--- config.mk ---
export PLATFORM = sky130hd
export DESIGN_NAME = mul_div_sequencer_flat
export DESIGN_NICKNAME = d
export VERILOG_FILES = /design/src/rtl/cpu_ctrl_pkg.sv /design/src/rtl/mul_div_sequencer_if.sv /design/src/rtl/wait_counter.sv /design/src/rtl/mul_div_sequencer.sv /design/src/flat_wrapper.sv
export SDC_FILE = /design/constraint.sdc
export NUM_CORES = 1
export LEC_CHECK = 0
export ABC_AREA = 1
export ABC_CLOCK_PERIOD_IN_PS = 2250
export BUFFER_PORTS_ARGS = -buffer_cell sky130_fd_sc_hd__buf_2
export CORE_UTILIZATION = 47
export DETAILED_ROUTE_END_ITERATION = 8
export GPL_ROUTABILITY_DRIVEN = 0
export PLACE_DENSITY_LB_ADDON = 0.15
export SKIP_CTS_REPAIR_TIMING = 1
export SLEW_MARGIN = 10
export SYNTH_ARGS = -nofsm -noshare
export SYNTH_HDL_FRONTEND = slang
export SYNTH_SLANG_ARGS = --single-unit
--- constraint.sdc ---
create_clock -name clk -period 2.25 [get_ports clk]
set_input_delay 0.1125 -clock clk [delete_from_list [all_inputs] [get_ports clk]]
set_output_delay 0.1125 -clock clk [all_outputs]
set_load 0.01 [all_outputs]
--- src/rtl/cpu_ctrl_pkg.sv ---
// Shared control definitions for the MUL/DIV sequencer and its datapath:
// state encoding, ALU opcodes and control-word bit positions.
package cpu_ctrl_pkg;

   typedef enum logic [3:0] {
      S_IDLE = 4'd0,
      S_T0   = 4'd1,
      S_T1   = 4'd2,
      S_T2   = 4'd3,
      S_T3   = 4'd4,
      S_T4   = 4'd5,
      S_T5   = 4'd6,
      S_T6   = 4'd7,
      S_DONE = 4'd8
   } state_t;

   localparam logic [4:0] OP_NONE = 5'd0;
   localparam logic [4:0] OP_ADD  = 5'd3;
   localparam logic [4:0] OP_SUB  = 5'd4;
   localparam logic [4:0] OP_AND  = 5'd5;
   localparam logic [4:0] OP_OR   = 5'd6;
   localparam logic [4:0] OP_SHR  = 5'd7;
   localparam logic [4:0] OP_SHL  = 5'd9;
   localparam logic [4:0] OP_NEG  = 5'd12;
   localparam logic [4:0] OP_NOT  = 5'd13;
   localparam logic [4:0] OP_MUL  = 5'd14;
   localparam logic [4:0] OP_DIV  = 5'd15;

   // Bus source selects occupy the low bits, register loads follow.
   localparam int unsigned CW_PC_OUT  = 0;
   localparam int unsigned CW_MDR_OUT = 1;
   localparam int unsigned CW_ZLO_OUT = 2;
   localparam int unsigned CW_ZHI_OUT = 3;
   localparam int unsigned CW_R6_OUT  = 4;
   localparam int unsigned CW_R7_OUT  = 5;
   localparam int unsigned CW_MAR_IN  = 6;
   localparam int unsigned CW_PC_EN   = 7;
   localparam int unsigned CW_PC_INC  = 8;
   localparam int unsigned CW_MDR_EN  = 9;
   localparam int unsigned CW_MDR_RD  = 10;
   localparam int unsigned CW_IR_EN   = 11;
   localparam int unsigned CW_Y_EN    = 12;
   localparam int unsigned CW_R6_EN   = 13;
   localparam int unsigned CW_R7_EN   = 14;
   localparam int unsigned CW_ZLO_EN  = 15;
   localparam int unsigned CW_ZHI_EN  = 16;
   localparam int unsigned CW_LO_EN   = 17;
   localparam int unsigned CW_HI_EN   = 18;
   localparam int unsigned CW_DONE    = 19;
   localparam int unsigned CW_W       = 20;

   typedef logic [CW_W-1:0] cw_t;

   function automatic cw_t cw_bit(input int unsigned idx);
      cw_bit = cw_t'(1) << idx;
   endfunction

endpackage

--- src/rtl/mul_div_sequencer_if.sv ---
// Start/busy/done handshake plus every datapath control line the
// sequencer drives.
interface mul_div_sequencer_if;
   logic       start;
   logic       is_div;
   logic       busy;
   logic       done;
   logic       pc_out;
   logic       mdr_out;
   logic       zlo_out;
   logic       zhi_out;
   logic       r6_out;
   logic       r7_out;
   logic       mar_in;
   logic       pc_enable;
   logic       pc_increment;
   logic       mdr_enable;
   logic       mdr_read;
   logic       ir_enable;
   logic       y_enable;
   logic       r6_enable;
   logic       r7_enable;
   logic       zlo_enable;
   logic       zhi_enable;
   logic       lo_enable;
   logic       hi_enable;
   logic [4:0] op_code;

   modport master (
      output start, is_div,
      input  busy, done,
      input  pc_out, mdr_out, zlo_out, zhi_out, r6_out, r7_out,
      input  mar_in, pc_enable, pc_increment, mdr_enable, mdr_read,
      input  ir_enable, y_enable, r6_enable, r7_enable,
      input  zlo_enable, zhi_enable, lo_enable, hi_enable,
      input  op_code
   );

   modport slave (
      input  start, is_div,
      output busy, done,
      output pc_out, mdr_out, zlo_out, zhi_out, r6_out, r7_out,
      output mar_in, pc_enable, pc_increment, mdr_enable, mdr_read,
      output ir_enable, y_enable, r6_enable, r7_enable,
      output zlo_enable, zhi_enable, lo_enable, hi_enable,
      output op_code
   );
endinterface

--- src/rtl/wait_counter.sv ---
// Loadable down-counter with zero flag; holds T4 while the clocked
// ALU settles.
module wait_counter #(
   parameter int unsigned W = 4
) (
   input  logic         clk,
   input  logic         clr,
   input  logic         load,
   input  logic [W-1:0] load_val,
   input  logic         dec,
   output logic         zero
);

   logic [W-1:0] cnt;

   always_ff @(posedge clk) begin
      if (!clr) begin
         cnt <= '0;
      end else if (load) begin
         cnt <= load_val;
      end else if (dec && (cnt != '0)) begin
         cnt <= cnt - 1'b1;
      end
   end

   assign zero = (cnt == '0);

endmodule

--- src/rtl/mul_div_sequencer.sv ---
// Hard-wired T0..T6 control sequencer for MUL/DIV (R6 op R7 -> HI/LO).
// All outputs are Moore outputs decoded from the registered state.
module mul_div_sequencer
   import cpu_ctrl_pkg::*;
#(
   parameter int unsigned ALU_WAIT = 1
) (
   input  logic                  clk,
   input  logic                  clr,
   mul_div_sequencer_if.slave    ctrl
);

   state_t     state;
   state_t     state_nx;
   logic       div_q;
   cw_t        cw;
   logic [4:0] op;
   logic       cnt_load;
   logic       cnt_dec;
   logic       cnt_zero;

   wait_counter #(.W(4)) u_wait (
      .clk      (clk),
      .clr      (clr),
      .load     (cnt_load),
      .load_val (4'(ALU_WAIT)),
      .dec      (cnt_dec),
      .zero     (cnt_zero)
   );

   always_ff @(posedge clk) begin
      if (!clr) begin
         state <= S_IDLE;
         div_q <= 1'b0;
      end else begin
         state <= state_nx;
         if (state == S_IDLE && ctrl.start) begin
            div_q <= ctrl.is_div;
         end
      end
   end

   always_comb begin
      state_nx = state;
      cw       = '0;
      op       = OP_NONE;
      cnt_load = 1'b0;
      cnt_dec  = 1'b0;
      unique case (state)
         S_IDLE: begin
            if (ctrl.start) state_nx = S_T0;
         end
         S_T0: begin
            cw = cw_bit(CW_PC_OUT) | cw_bit(CW_MAR_IN)
               | cw_bit(CW_PC_EN) | cw_bit(CW_PC_INC);
            state_nx = S_T1;
         end
         S_T1: begin
            cw = cw_bit(CW_MDR_RD) | cw_bit(CW_MDR_EN);
            state_nx = S_T2;
         end
         S_T2: begin
            cw = cw_bit(CW_MDR_OUT) | cw_bit(CW_IR_EN);
            state_nx = S_T3;
         end
         S_T3: begin
            cw = cw_bit(CW_R6_OUT) | cw_bit(CW_Y_EN);
            cnt_load = 1'b1;
            state_nx = S_T4;
         end
         S_T4: begin
            cw = cw_bit(CW_R7_OUT);
            op = div_q ? OP_DIV : OP_MUL;
            // Z is captured only once the ALU has had its settle cycles.
            if (cnt_zero) begin
               cw = cw | cw_bit(CW_ZLO_EN) | cw_bit(CW_ZHI_EN);
               state_nx = S_T5;
            end else begin
               cnt_dec = 1'b1;
            end
         end
         S_T5: begin
            cw = cw_bit(CW_ZLO_OUT) | cw_bit(CW_LO_EN);
            state_nx = S_T6;
         end
         S_T6: begin
            cw = cw_bit(CW_ZHI_OUT) | cw_bit(CW_HI_EN);
            state_nx = S_DONE;
         end
         S_DONE: begin
            cw = cw_bit(CW_DONE);
            state_nx = S_IDLE;
         end
         default: begin
            state_nx = S_IDLE;
         end
      endcase
   end

   assign ctrl.busy         = (state != S_IDLE);
   assign ctrl.done         = cw[CW_DONE];
   assign ctrl.pc_out       = cw[CW_PC_OUT];
   assign ctrl.mdr_out      = cw[CW_MDR_OUT];
   assign ctrl.zlo_out      = cw[CW_ZLO_OUT];
   assign ctrl.zhi_out      = cw[CW_ZHI_OUT];
   assign ctrl.r6_out       = cw[CW_R6_OUT];
   assign ctrl.r7_out       = cw[CW_R7_OUT];
   assign ctrl.mar_in       = cw[CW_MAR_IN];
   assign ctrl.pc_enable    = cw[CW_PC_EN];
   assign ctrl.pc_increment = cw[CW_PC_INC];
   assign ctrl.mdr_enable   = cw[CW_MDR_EN];
   assign ctrl.mdr_read     = cw[CW_MDR_RD];
   assign ctrl.ir_enable    = cw[CW_IR_EN];
   assign ctrl.y_enable     = cw[CW_Y_EN];
   assign ctrl.r6_enable    = cw[CW_R6_EN];
   assign ctrl.r7_enable    = cw[CW_R7_EN];
   assign ctrl.zlo_enable   = cw[CW_ZLO_EN];
   assign ctrl.zhi_enable   = cw[CW_ZHI_EN];
   assign ctrl.lo_enable    = cw[CW_LO_EN];
   assign ctrl.hi_enable    = cw[CW_HI_EN];
   assign ctrl.op_code      = op;

endmodule

--- src/flat_wrapper.sv ---
// flat-port wrapper written by rule: the top's interface ports become plain ports
module mul_div_sequencer_flat import cpu_ctrl_pkg::*;
#(
   parameter int unsigned ALU_WAIT = 1
)
  (clk, clr, ctrl_start, ctrl_is_div, ctrl_busy, ctrl_done, ctrl_pc_out, ctrl_mdr_out, ctrl_zlo_out, ctrl_zhi_out, ctrl_r6_out, ctrl_r7_out, ctrl_mar_in, ctrl_pc_enable, ctrl_pc_increment, ctrl_mdr_enable, ctrl_mdr_read, ctrl_ir_enable, ctrl_y_enable, ctrl_r6_enable, ctrl_r7_enable, ctrl_zlo_enable, ctrl_zhi_enable, ctrl_lo_enable, ctrl_hi_enable, ctrl_op_code);
  mul_div_sequencer_if ctrl_i ();
  input  logic clk;
  input  logic clr;
  input wire logic [$bits(ctrl_i.start)-1:0] ctrl_start;
  input wire logic [$bits(ctrl_i.is_div)-1:0] ctrl_is_div;
  output wire logic [$bits(ctrl_i.busy)-1:0] ctrl_busy;
  output wire logic [$bits(ctrl_i.done)-1:0] ctrl_done;
  output wire logic [$bits(ctrl_i.pc_out)-1:0] ctrl_pc_out;
  output wire logic [$bits(ctrl_i.mdr_out)-1:0] ctrl_mdr_out;
  output wire logic [$bits(ctrl_i.zlo_out)-1:0] ctrl_zlo_out;
  output wire logic [$bits(ctrl_i.zhi_out)-1:0] ctrl_zhi_out;
  output wire logic [$bits(ctrl_i.r6_out)-1:0] ctrl_r6_out;
  output wire logic [$bits(ctrl_i.r7_out)-1:0] ctrl_r7_out;
  output wire logic [$bits(ctrl_i.mar_in)-1:0] ctrl_mar_in;
  output wire logic [$bits(ctrl_i.pc_enable)-1:0] ctrl_pc_enable;
  output wire logic [$bits(ctrl_i.pc_increment)-1:0] ctrl_pc_increment;
  output wire logic [$bits(ctrl_i.mdr_enable)-1:0] ctrl_mdr_enable;
  output wire logic [$bits(ctrl_i.mdr_read)-1:0] ctrl_mdr_read;
  output wire logic [$bits(ctrl_i.ir_enable)-1:0] ctrl_ir_enable;
  output wire logic [$bits(ctrl_i.y_enable)-1:0] ctrl_y_enable;
  output wire logic [$bits(ctrl_i.r6_enable)-1:0] ctrl_r6_enable;
  output wire logic [$bits(ctrl_i.r7_enable)-1:0] ctrl_r7_enable;
  output wire logic [$bits(ctrl_i.zlo_enable)-1:0] ctrl_zlo_enable;
  output wire logic [$bits(ctrl_i.zhi_enable)-1:0] ctrl_zhi_enable;
  output wire logic [$bits(ctrl_i.lo_enable)-1:0] ctrl_lo_enable;
  output wire logic [$bits(ctrl_i.hi_enable)-1:0] ctrl_hi_enable;
  output wire logic [$bits(ctrl_i.op_code)-1:0] ctrl_op_code;
  assign ctrl_i.start = ctrl_start;
  assign ctrl_i.is_div = ctrl_is_div;
  assign ctrl_busy = ctrl_i.busy;
  assign ctrl_done = ctrl_i.done;
  assign ctrl_pc_out = ctrl_i.pc_out;
  assign ctrl_mdr_out = ctrl_i.mdr_out;
  assign ctrl_zlo_out = ctrl_i.zlo_out;
  assign ctrl_zhi_out = ctrl_i.zhi_out;
  assign ctrl_r6_out = ctrl_i.r6_out;
  assign ctrl_r7_out = ctrl_i.r7_out;
  assign ctrl_mar_in = ctrl_i.mar_in;
  assign ctrl_pc_enable = ctrl_i.pc_enable;
  assign ctrl_pc_increment = ctrl_i.pc_increment;
  assign ctrl_mdr_enable = ctrl_i.mdr_enable;
  assign ctrl_mdr_read = ctrl_i.mdr_read;
  assign ctrl_ir_enable = ctrl_i.ir_enable;
  assign ctrl_y_enable = ctrl_i.y_enable;
  assign ctrl_r6_enable = ctrl_i.r6_enable;
  assign ctrl_r7_enable = ctrl_i.r7_enable;
  assign ctrl_zlo_enable = ctrl_i.zlo_enable;
  assign ctrl_zhi_enable = ctrl_i.zhi_enable;
  assign ctrl_lo_enable = ctrl_i.lo_enable;
  assign ctrl_hi_enable = ctrl_i.hi_enable;
  assign ctrl_op_code = ctrl_i.op_code;
  mul_div_sequencer #(.ALU_WAIT(ALU_WAIT)) u_core (.clk(clk), .clr(clr), .ctrl(ctrl_i));
endmodule
; Word level (Yosys, flattened, before mapping)
; Index checks and enable logic that the tools add are counted.
[classes]
addsub = 1
n_mul = 0
div_mod_pow = 0
n_lt_le_gt_ge = 0
eq_ne = 10
n_shift = 0
mux = 12
n_bitwise = 1
n_reduce_logical = 9
[ops]
columns = cell, count
row1 = case mux 20 bit (8 select lines), 1
row2 = case mux 4 bit (8 select lines), 1
row3 = two-way mux 17 bit, 1
row4 = == test 4 x 3 -> 1 bit (second input constant), 4
row5 = == test 4 x 2 -> 1 bit (second input constant), 2
row6 = logical NOT 4 bit, 2
row7 = two-way mux 4 bit, 2
row8 = nonzero test 4 bit, 2
row9 = two-way mux 1 bit, 6
row10 = two-way mux 5 bit, 1
row11 = == test 4 x 1 -> 1 bit (second input constant), 1
row12 = == test 4 bit (second input constant), 1
row13 = subtractor 4 x 1 -> 4 bit (second input constant), 1
row14 = logical AND 1 bit, 2
row15 = != test 2 x 1 -> 1 bit (second input constant), 1
row16 = != test 2 bit (second input constant), 1
row17 = AND reduction 2 bit, 1
row18 = nonzero test 2 bit, 1
row19 = OR reduction 2 bit, 1
row20 = inverter 1 bit, 1
[totals]
ff_bits = 9
latch_bits = 0
ramBits = 0
romBits = 0
input_bits = 4
output_inout_bits = 26
wordCells = 37
n_memories = 0

; Longest topological paths before layout
; Gate-level depths: netlist of run 1.
[depth]
ltp_word = 6
depth_mapped = 8
ltp_nobuf = 8

; Hierarchy
; A second synthesis of run 1 with hierarchy kept.
[hier_totals]
cells_unflattened = 114
hier_area_um2 = 728.2
[by_module_without_submodules]
columns = mod, n_inst, cells_per_inst, area_each_um2, seq_area_each_um2
row1 = mul_div_sequencer, 1, 73, 454.2, 100.1
row2 = wait_counter, 1, 41, 274.0, 80.1

; Least setup slack after synthesis of run 1
; OpenSTA, ideal clock, no wires.
[synth_path]
path_type = register to output
from = register u_core.state[0]
to = output ctrl_zlo_enable
t_arrival_ps = 1122
setup_slack_ps = 1015
stages_incl_launch_ff = 6
n_path_buf = 1
path_cell_list = dfxtp_1 > nand2_2 > nor2_4 > inv_1 > nor2_1 > buf_4
[synth_via]
elab_chain_len = 2
word_cells_on_any_way = 9
classes_between = eq/ne: 8 / mux: 1
[synth_rtl]
columns = element, line
row1 = start: declaration, mul_div_sequencer.sv:13  ; state_t state;
row2 = start signal: assignment, mul_div_sequencer.sv:36  ; state <= state_nx;
row3 = == test 4 bit (tied with other cells), mul_div_sequencer.sv:49  ; unique case (state)
row4 = case mux 20 bit (8 select lines) (*), mul_div_sequencer.sv:49
row5 = end: declaration, flat_wrapper.sv:29  ; output wire logic [$bits(ctrl_i.zlo_enable)-1:0] ctrl_zlo_enable;
; Every way passes the cells marked *; elsewhere a longest branch is shown, timed or not.

; Worst setup path after layout of run 1
; Ends and elaborated chain as after synthesis.

==> metrics, run 1 <==
status=finished, final reports clean; initial antenna violation count=0; IO Pins=30; Synth-to-Final Area Change=12.0%; Tmin final=about 1400 ps; Post-Syn Instances=97; Worst-path clk slew=60 ps; Post-DRT Antenna Nets=0; WL per Instance=8.53 µm; Clock Sinks=9; Register Area=180 µm²; share of the yosys chip area belonging to registers=approximately 28%; Multi-input gate area=roughly 300 µm²; first drt pass iteration count=5; maximum clock path buffer count=2; Final Setup Violations=0; Power Density=between 500 and 600 nW/µm²; Max Slew Vio Count=0; Nets=121; cell family with most CP delay=flip-flops; setup repair after global routing missed its margin=no; CTS tree=yes; Mapped Area=between 600 and 700 µm²; worst hold slack=between 100 and 150 ps; vias per cell=about 4.5; row cnt=12; Netlist cell types=19; PortBufs=26; fin crit share=around three fifths; clock latency on the worst-skew pair=250 ps; YS warnings=0; leakage=0.421 nW; chip height=~39 µm; top fanout value on the critical path=6; Setup Skew=between 2 and 2.5 ps; drt drc=0; setup_tns=0 ps; critical path class=flip-flop to output port; dpl hpwl=between 900 and 1000 µm; Yosys top cell area share=between 20% and 30%; core area=about 1200 µm²; final wirelength=1100 µm; final setup margin=a little under 900 ps; worst-path cell chain=nand2_2, nor2_4, inv_1, nor2_1, buf_2; CP Launch Type=flip-flop; Peak supply drop=0.000392 V; synth top area cells=dfxtp_1, buf_4, nand2_1; Crit path largest cell delay=~420 ps; worst slack at placement=1070 ps; DR vias=586; Die ar.=roughly 1500 µm²; Mean Syn Cell Area=6.57 µm²; H-tree levels=1; largest net degree at the start of global routing=8; Fill cells=around 130; register bit total from synthesis=9; first-pass GRT wire length=1740 µm; Worst Path Required=between 2000 and 2500 ps; Hold Vio Cnt, Final=0; Hold/Removal Path Class=input port to flip-flop; drt first-iter violations=5; die width=a little under 40 µm; vias in the first global route=about 460; GR Util All Layers=about 17%; crit end category=output port; maxcap violations=0; maximum clock rate=722 MHz; number of antenna diodes=0; Critical-path top delay cell=dfxtp_1; TritonCTS buffer count=3; CP arrival=1270 ps; Root Driver=clkbuf_4; Starting Density=53.7%; cell taking the most area after synthesis=dfxtp_1; global route total overflow=0; worst path bufs/invs=2; share of layout cells above drive strength 1=approximately a third
## metrics by stage
stage          total power [mW]  util (%)  area [µm²]  instances
2_1_floorplan             0.247         -         644         99
3_3_place_gp              0.256      57.9         687        125
3_5_place_dp              0.257      57.9         687        125
4_1_cts                   0.381      60.1         713        129
5_1_grt                   0.399      60.1         713        129
6_report                  0.376      60.1         713        129
## registers in the layout, summed over array words and instances, names as in the netlist
register           flops
u_core.div_q           1
u_core.state           4
u_core.u_wait.cnt      4
## final timing paths
path | from | endpoint | slack (ps) | depth (start not counted)
max | u_core.state[0] | ctrl_zlo_enable | 860 | 5
min | ctrl_is_div | u_core.div_q | 130 | 3
max reg2reg | u_core.u_wait.cnt[0] | u_core.state[0] | 1070 | 7
min reg2reg | u_core.div_q | u_core.div_q | 480 | 2
## placed cells by master, fill, tap and decap left out, drive strengths merged, types with 3 or more instances in the layout
| master | synthesis | layout |
|---|---|---|
| buf | 14 | 26 |
| dfxtp | 9 | 9 |
| nand3 | 5 | 5 |
| inv | 15 | 15 |
| nand2 | 23 | 23 |
| nor3 | 5 | 5 |
| clkbuf | 0 | 4 |
| conb | 1 | 3 |
| a21oi | 6 | 6 |
| nor2 | 15 | 15 |
## kinds of logic after synthesis
kind of cell,after synthesis,synth area share (%)
simple gates,49,35.8
buf+inv,30,26.7
flops,9,28.3
compound gates,6,5.30
xor+xnor,1,1.38
fa+ha+maj,1,1.96
other cells,1,0.589
## layout make-up
cell class                 instances  area share [%]
clock buffer                       4            3.68
inverter                          16            9.12
multi-input combinational         60            41.2
sequential                         9            25.3
tap                               14            2.46
timing repair buffer              26            18.2
## metal layers
layer / part of all wire (%) / vias to the layer above / GRT usage, %
met1: 45 / 249 / 19.2
li1: - / 313 / -
met3: 4.2 / 4 / 1.73
met5: 0 / - / 0
met2: 48 / 20 / 27.5
met4: 3.1 / 0 / 16.4
## Yosys cell counts, drive strengths merged
library cell,number
dfxtp,9
nor2,15
ha,1
nand3b,1
nand2,23
conb,1
inv,15
clkinv,1
a21oi,6
buf,14
nand3,5
xor2,1
nor3,5
## tightest hold or removal path: cells and delay by family
family                 cells  cell delay (ps)
AND/OR/NAND/NOR            1               60
buffers and inverters      1               90
AO/OA/AOI/OAI              1               60
## where the power goes
part           switching [mW]  internal (mW)  total (mW)
registers             0.00610          0.166       0.172
logic                  0.0518         0.0294      0.0812
clock network          0.0546         0.0682       0.123
total                   0.112          0.263       0.376
Power figures use the tool's default switching activity.
==> inputs of run 2 (changes only) <==
--- a/config.mk
+++ b/config.mk
@@ -6,9 +6,9 @@
 export NUM_CORES = 1
 export LEC_CHECK = 0
 export ABC_AREA = 1
-export ABC_CLOCK_PERIOD_IN_PS = 2250
+export ABC_CLOCK_PERIOD_IN_PS = 1300
 export BUFFER_PORTS_ARGS = -buffer_cell sky130_fd_sc_hd__buf_2
-export CORE_UTILIZATION = 47
+export CORE_UTILIZATION = 44
 export DETAILED_ROUTE_END_ITERATION = 8
 export GPL_ROUTABILITY_DRIVEN = 0
 export PLACE_DENSITY_LB_ADDON = 0.15
==> constraint.sdc (replaced) <==
create_clock -name clk -period 1.3 [get_ports clk]
set_input_delay 0.065 -clock clk [delete_from_list [all_inputs] [get_ports clk]]
set_output_delay 0.065 -clock clk [all_outputs]
set_load 0.01 [all_outputs]
==> run 2 against run 1 <==
Net effect:
- clock power up 83%
- combinational power up 82%
- via count up 2.4%
- sequential power up 74%
- critical endpoint unchanged
==> metrics, run 2 (synthesis results as in run 1) <==
chip height=40.0 µm; status=finished, final reports clean; first drt pass iteration count=3; Critical-path top delay cell=dfxtp_2; vias in the first global route=415; worst hold path endpoint=u_core.div_q; worst hold slack=63.4 ps; Peak supply drop=0.000499 V; maximum clock path buffer count=2; Power Density=864 nW/µm²; commonest non-fill, non-tap cells in the layout=buf_2, nand2_1, inv_1, nor2_1, dfxtp_1; Worst Path Required=1240 ps; IO Pins=30; Worst-path clk slew=roughly 60 ps; CP arrival=1210 ps; FF-to-FF setup slack=130 ps; CP Launch Type=flip-flop; Starting Density=48.3%; vias per cell=~4.5; largest net degree at the start of global routing=8; DR vias=600; setup repair after global routing missed its margin=yes; drt first-iter violations=5; critical path class=flip-flop to output port; dpl hpwl=901 µm; Setup Skew=approximately 0.85 ps; maximum clock rate=784 MHz; share of layout cells above drive strength 1=about 43%; H-tree levels=1; Post-DRT Antenna Nets=0; Synth-to-Final Area Change=22.2%; final wirelength=1170 µm; Nets=125; die width=40.0 µm; Fill cells=between 100 and 150; GR Util All Layers=~15%; RR Endpoint=u_core.state[0]; setup_tns=0 ps; Hold Vio Cnt, Final=0; Final Setup Violations=0; Top Registers=u_core.state (4), u_core.u_wait.cnt (4), u_core.div_q (1); Crit path largest cell delay=340 ps; fin crit share=98.2%; row cnt=13; Clock Sinks=9; top fanout value on the critical path=5; Root Driver=clkbuf_4; Die ar.=between 1500 and 2000 µm²; leakage=approximately 0.44 nW; Tmin final=1280 ps; CTS tree=yes; clock latency on the worst-skew pair=270 ps; maxcap violations=0; crit end category=output port; number of antenna diodes=0; worst-path cell chain=inv_4, nand2_4, nor2_4, inv_2, nor2_4, buf_6; first-pass GRT wire length=1600 µm; hold path startpoint=ctrl_is_div; initial antenna violation count=0; Critical R2R Launch=u_core.u_wait.cnt[0]; Hold Path Depth=3; WL per Instance=about 8.7 µm; worst reg2reg path depth=7; drt drc=0; global route total overflow=0; Hold/Removal Path Class=input port to flip-flop; TritonCTS buffer count=3; most common cell after layout, fill and taps aside=buf_2; Max Slew Vio Count=0; most frequent CP cell=nor2_4; PortBufs=26; core area=1320 µm²
## run 2: changes by cell type in the layout (fill, tap and decap cells not counted), moves of 2 or more
cell	before	now
nor2_1	13	11
dfxtp_2	0	3
buf_6	0	2
buf_4	0	4
dfxtp_1	9	6
buf_2	26	24
inv_1	14	11
inv_2	1	3
## run 2: cell type report
class | instances | area (µm²) | area share [%]
inverters | 16 | 67.6 | 8.68
flip-flops and latches | 9 | 184 | 23.6
well taps | 15 | 18.8 | 2.41
multi-input cells | 60 | 309 | 39.7
clock buffers | 4 | 26.3 | 3.38
repair buffers | 30 | 173 | 22.2
## run 2: metal layers
| metal | GRT usage [%] | up-vias | part of all wire [%] |
|---|---|---|---|
| met5 | 0 | - | 0 |
| met4 | 10.3 | 0 | 2.5 |
| met3 | 3.33 | 4 | 7.0 |
| met2 | 23.4 | 24 | 42 |
| met1 | 19.5 | 247 | 48 |
| li1 | - | 325 | - |
## run 2: report_power, final
group | switching (mW) | internal (mW)
Combinational | 0.0918 | 0.0566
Clock | 0.107 | 0.119
Sequential | 0.0109 | 0.288
## run 2: worst max path at each step
stage                                    start                    to  depth (start not counted)
after floorplan                u_core.state[0]       ctrl_zlo_enable                          5
after global placement    u_core.u_wait.cnt[0]       u_core.state[0]                          7
after detailed placement  u_core.u_wait.cnt[0]  u_core.u_wait.cnt[1]                          8
after CTS                      u_core.state[0]       ctrl_zhi_enable                          5
after global routing           u_core.state[3]       ctrl_zhi_enable                          6
final                          u_core.state[3]       ctrl_zlo_enable                          6
## run 2: critical path: cells and delay by family, from the launching register on
family        cells  cell delay, ps
buf+inv           3             250
flops             1             340
simple gates      3             360
## run 2: through the flow
stage	util, %	setup slack [ps]	area [µm²]	cells	total power, mW
after floorplan	-	113	644	99	0.428
after global placement	52.2	117	688	126	0.443
after detailed placement	52.2	111	688	126	0.445
after CTS	54.2	-87.6	714	130	0.666
after global routing	59.1	-60.6	778	134	0.720
final	59.1	24.0	778	134	0.673
==> inputs of run 3 (changes only) <==
--- a/config.mk
+++ b/config.mk
@@ -8,7 +8,7 @@
 export ABC_AREA = 1
 export ABC_CLOCK_PERIOD_IN_PS = 1300
 export BUFFER_PORTS_ARGS = -buffer_cell sky130_fd_sc_hd__buf_2
-export CORE_UTILIZATION = 44
+export CORE_UTILIZATION = 46
 export DETAILED_ROUTE_END_ITERATION = 8
 export GPL_ROUTABILITY_DRIVEN = 0
 export PLACE_DENSITY_LB_ADDON = 0.15
@@ -16,4 +16,5 @@
 export SLEW_MARGIN = 10
 export SYNTH_ARGS = -nofsm -noshare
 export SYNTH_HDL_FRONTEND = slang
+export SYNTH_HIERARCHICAL = 1
 export SYNTH_SLANG_ARGS = --single-unit
==> run 3 against run 2 <==
Net effect:
- non-clock buffer count rose by 10
- clock power grew 4%
- highest routed layer unchanged
- the run now ends with setup timing left
- critical endpoint is now ctrl_zhi_enable
- critical path depth is 2 higher
- largest power group is now combinational cells
- global-route usage rose by 3.5 points
==> metrics, run 3 <==
Tmin final=1410 ps; worst path bufs/invs=5; share of the yosys chip area belonging to registers=24.7%; Mapped Area=728 µm²; status=complete, but fails checks; Root Driver=clkbuf_4; critical path class=flip-flop to output port; final setup margin=-108 ps; Flop pwr share=a little over a third; Crit path largest cell delay=330 ps; Starting Density=a little over half; worst hold path endpoint=u_core/div_q; hold path startpoint=ctrl_is_div; Max Slew Vio Count=0; share of layout cells above drive strength 1=59.1%; Mean Syn Cell Area=6.39 µm²; Setup Skew=2.63 ps; chip height=about 42 µm; first drt pass iteration count=4; maxcap violations=0; Critical Path Start=u_core/u_wait/cnt[0]; top fanout value on the critical path=3; DR vias=roughly 800; CTS tree=yes; setup_tns=-445 ps; TritonCTS buffer count=3; drt drc=0; design area=1070 µm²; Fill cells=94; fin cells=164; RR Endpoint=u_core/u_wait/cnt[3]; IO Pins=30; clock power share=26.1%; Synth-to-Final Area Change=46.4%; Power Density=838 nW/µm²; violated checks=setup timing; row cnt=13; Yosys top cell area share=24.7%; FF-to-FF setup slack=-30 ps; most common cell after layout, fill and taps aside=buf_2; Worst-path clk slew=70 ps; P_int=0.557 mW; YS warnings=6; Switching Share=37.6%; Synth top cells by count=inv_1, nand2_1, nor2_1; setup repair after global routing missed its margin=yes; P_sw=0.336 mW; Hold Path Depth=3; CP arrival=1340 ps; commonest non-fill, non-tap cells in the layout=buf_2, nand2_1, inv_2, nor2_1, buf_4; Placed Area=872 µm²; initial antenna violation count=0; Final Setup Violations=10; largest net degree at the start of global routing=8; worst-path cell chain=inv_2, ha_4, nand3_2, inv_2, inv_2, buf_6, nor2_4, buf_6; maximum clock path buffer count=2; Final Util=77.1%; Top Registers=u_core/state (4), u_core/u_wait/cnt (4), u_core/div_q (1); Peak supply drop=0.000620 V; Post-Syn Instances=114; worst reg2reg path depth=11; Post-DRT Antenna Nets=0; register bit total from synthesis=9; global route total overflow=0; most used flip-flop cell after synthesis=dfxtp_1; GR Util All Layers=19.0%; drt first-iter violations=19; WL per Instance=between 10 and 15 µm; leakage=0.621 nW; H-tree levels=1; Critical R2R Launch=u_core/u_wait/cnt[0]; vias in the first global route=630; Netlist cell types=23; number of antenna diodes=0; worst slack at placement=-2.89 ps; Logic pwr share=38.5%; CP Launch Type=flip-flop; fin crit share=108%; dpl cells=156; most frequent CP cell=inv_2; die width=41.8 µm; Hold Vio Cnt, Final=0; dpl hpwl=1150 µm; PortBufs=26; Hold/Removal Path Class=input port to flip-flop; vias per cell=4.85; Worst Path Required=1240 ps; final wirelength=roughly 1800 µm; Die ar.=1750 µm²; number of flops mapped to enable cells by yosys=0; first-pass GRT wire length=2530 µm; core area=1380 µm²; Nets=155; cell taking the most area after synthesis=dfxtp_1; worst hold slack=approximately 20 ps; Pwr Total=0.893 mW; Async S/R FF share, synth=0%; Critical-path top delay cell=dfxtp_2; crit end category=output port; clock latency on the worst-skew pair=~270 ps; cell family with most CP delay=buffers and inverters; synth top area cells=dfxtp_1, buf_4, inv_1; maximum clock rate=roughly 710 MHz; Clock Sinks=9
run 3: changes by cell type after synthesis, sizes merged, moves of 3 or more:
cell,previous run,this run
a21oi,6,3
nand3,5,8
nor2,15,19
inv,15,23
o21ai,0,3
run 3: area by class of cell:
class,count,area [µm²],share of cell area [%]
clock buffer,4,26.3,2.46
inverter,24,97.6,9.15
multi-input combinational,72,474,44.5
sequential,9,190,17.8
tap,15,18.8,1.76
timing repair buffer,40,259,24.3
run 3: routing by layer:
metal / part of all wire (%) / global-route usage [%]
met3: 6.8 / 3.91
met2: 47 / 28.4
met5: 0 / 0
met4: 2.5 / 11.6
met1: 43 / 24.8
run 3: logic make-up (layout without fill, tap and decap cells):
| logic type | Yosys count | count (layout) | synth area share (%) |
|---|---|---|---|
| other | 2 | 7 | 1.03 |
| AOI/OAI and AO/OA | 7 | 7 | 5.50 |
| adders and majority gates | 1 | 1 | 1.72 |
| and+or+nand+nor | 56 | 56 | 38.8 |
| xor gates and xnor gates | 1 | 1 | 1.20 |
| DFF | 9 | 9 | 24.7 |
| buffers and inverters | 38 | 68 | 27.0 |
run 3: power groups by stage:
stage / logic, mW / clock network [mW] / registers (mW)
2_1_floorplan: 0.196 / 0 / 0.314
5_1_grt: 0.377 / 0.251 / 0.318
4_1_cts: 0.268 / 0.237 / 0.307
3_5_place_dp: 0.266 / 0 / 0.313
6_report: 0.344 / 0.233 / 0.316
3_3_place_gp: 0.262 / 0 / 0.313
run 3: worst max-delay path by stage:
stage                                 to  slack (ps)  cells past startpoint
floorplan           u_core/u_wait/cnt[3]           3                      8
global placement    u_core/u_wait/cnt[1]          30                     12
detailed placement  u_core/u_wait/cnt[1]          -3                     12
CTS                      ctrl_zhi_enable        -180                      8
global route             ctrl_zlo_enable        -150                      8
finish                   ctrl_zhi_enable        -110                      8
run 3: worst register-to-register path, delay by kind of cell (launching register included):
kind / cells / cell delay (ps)
simple gates: 5 / 400
flops: 1 / 340
fa+ha+maj: 1 / 160
compound gates: 1 / 120
buf+inv: 4 / 260
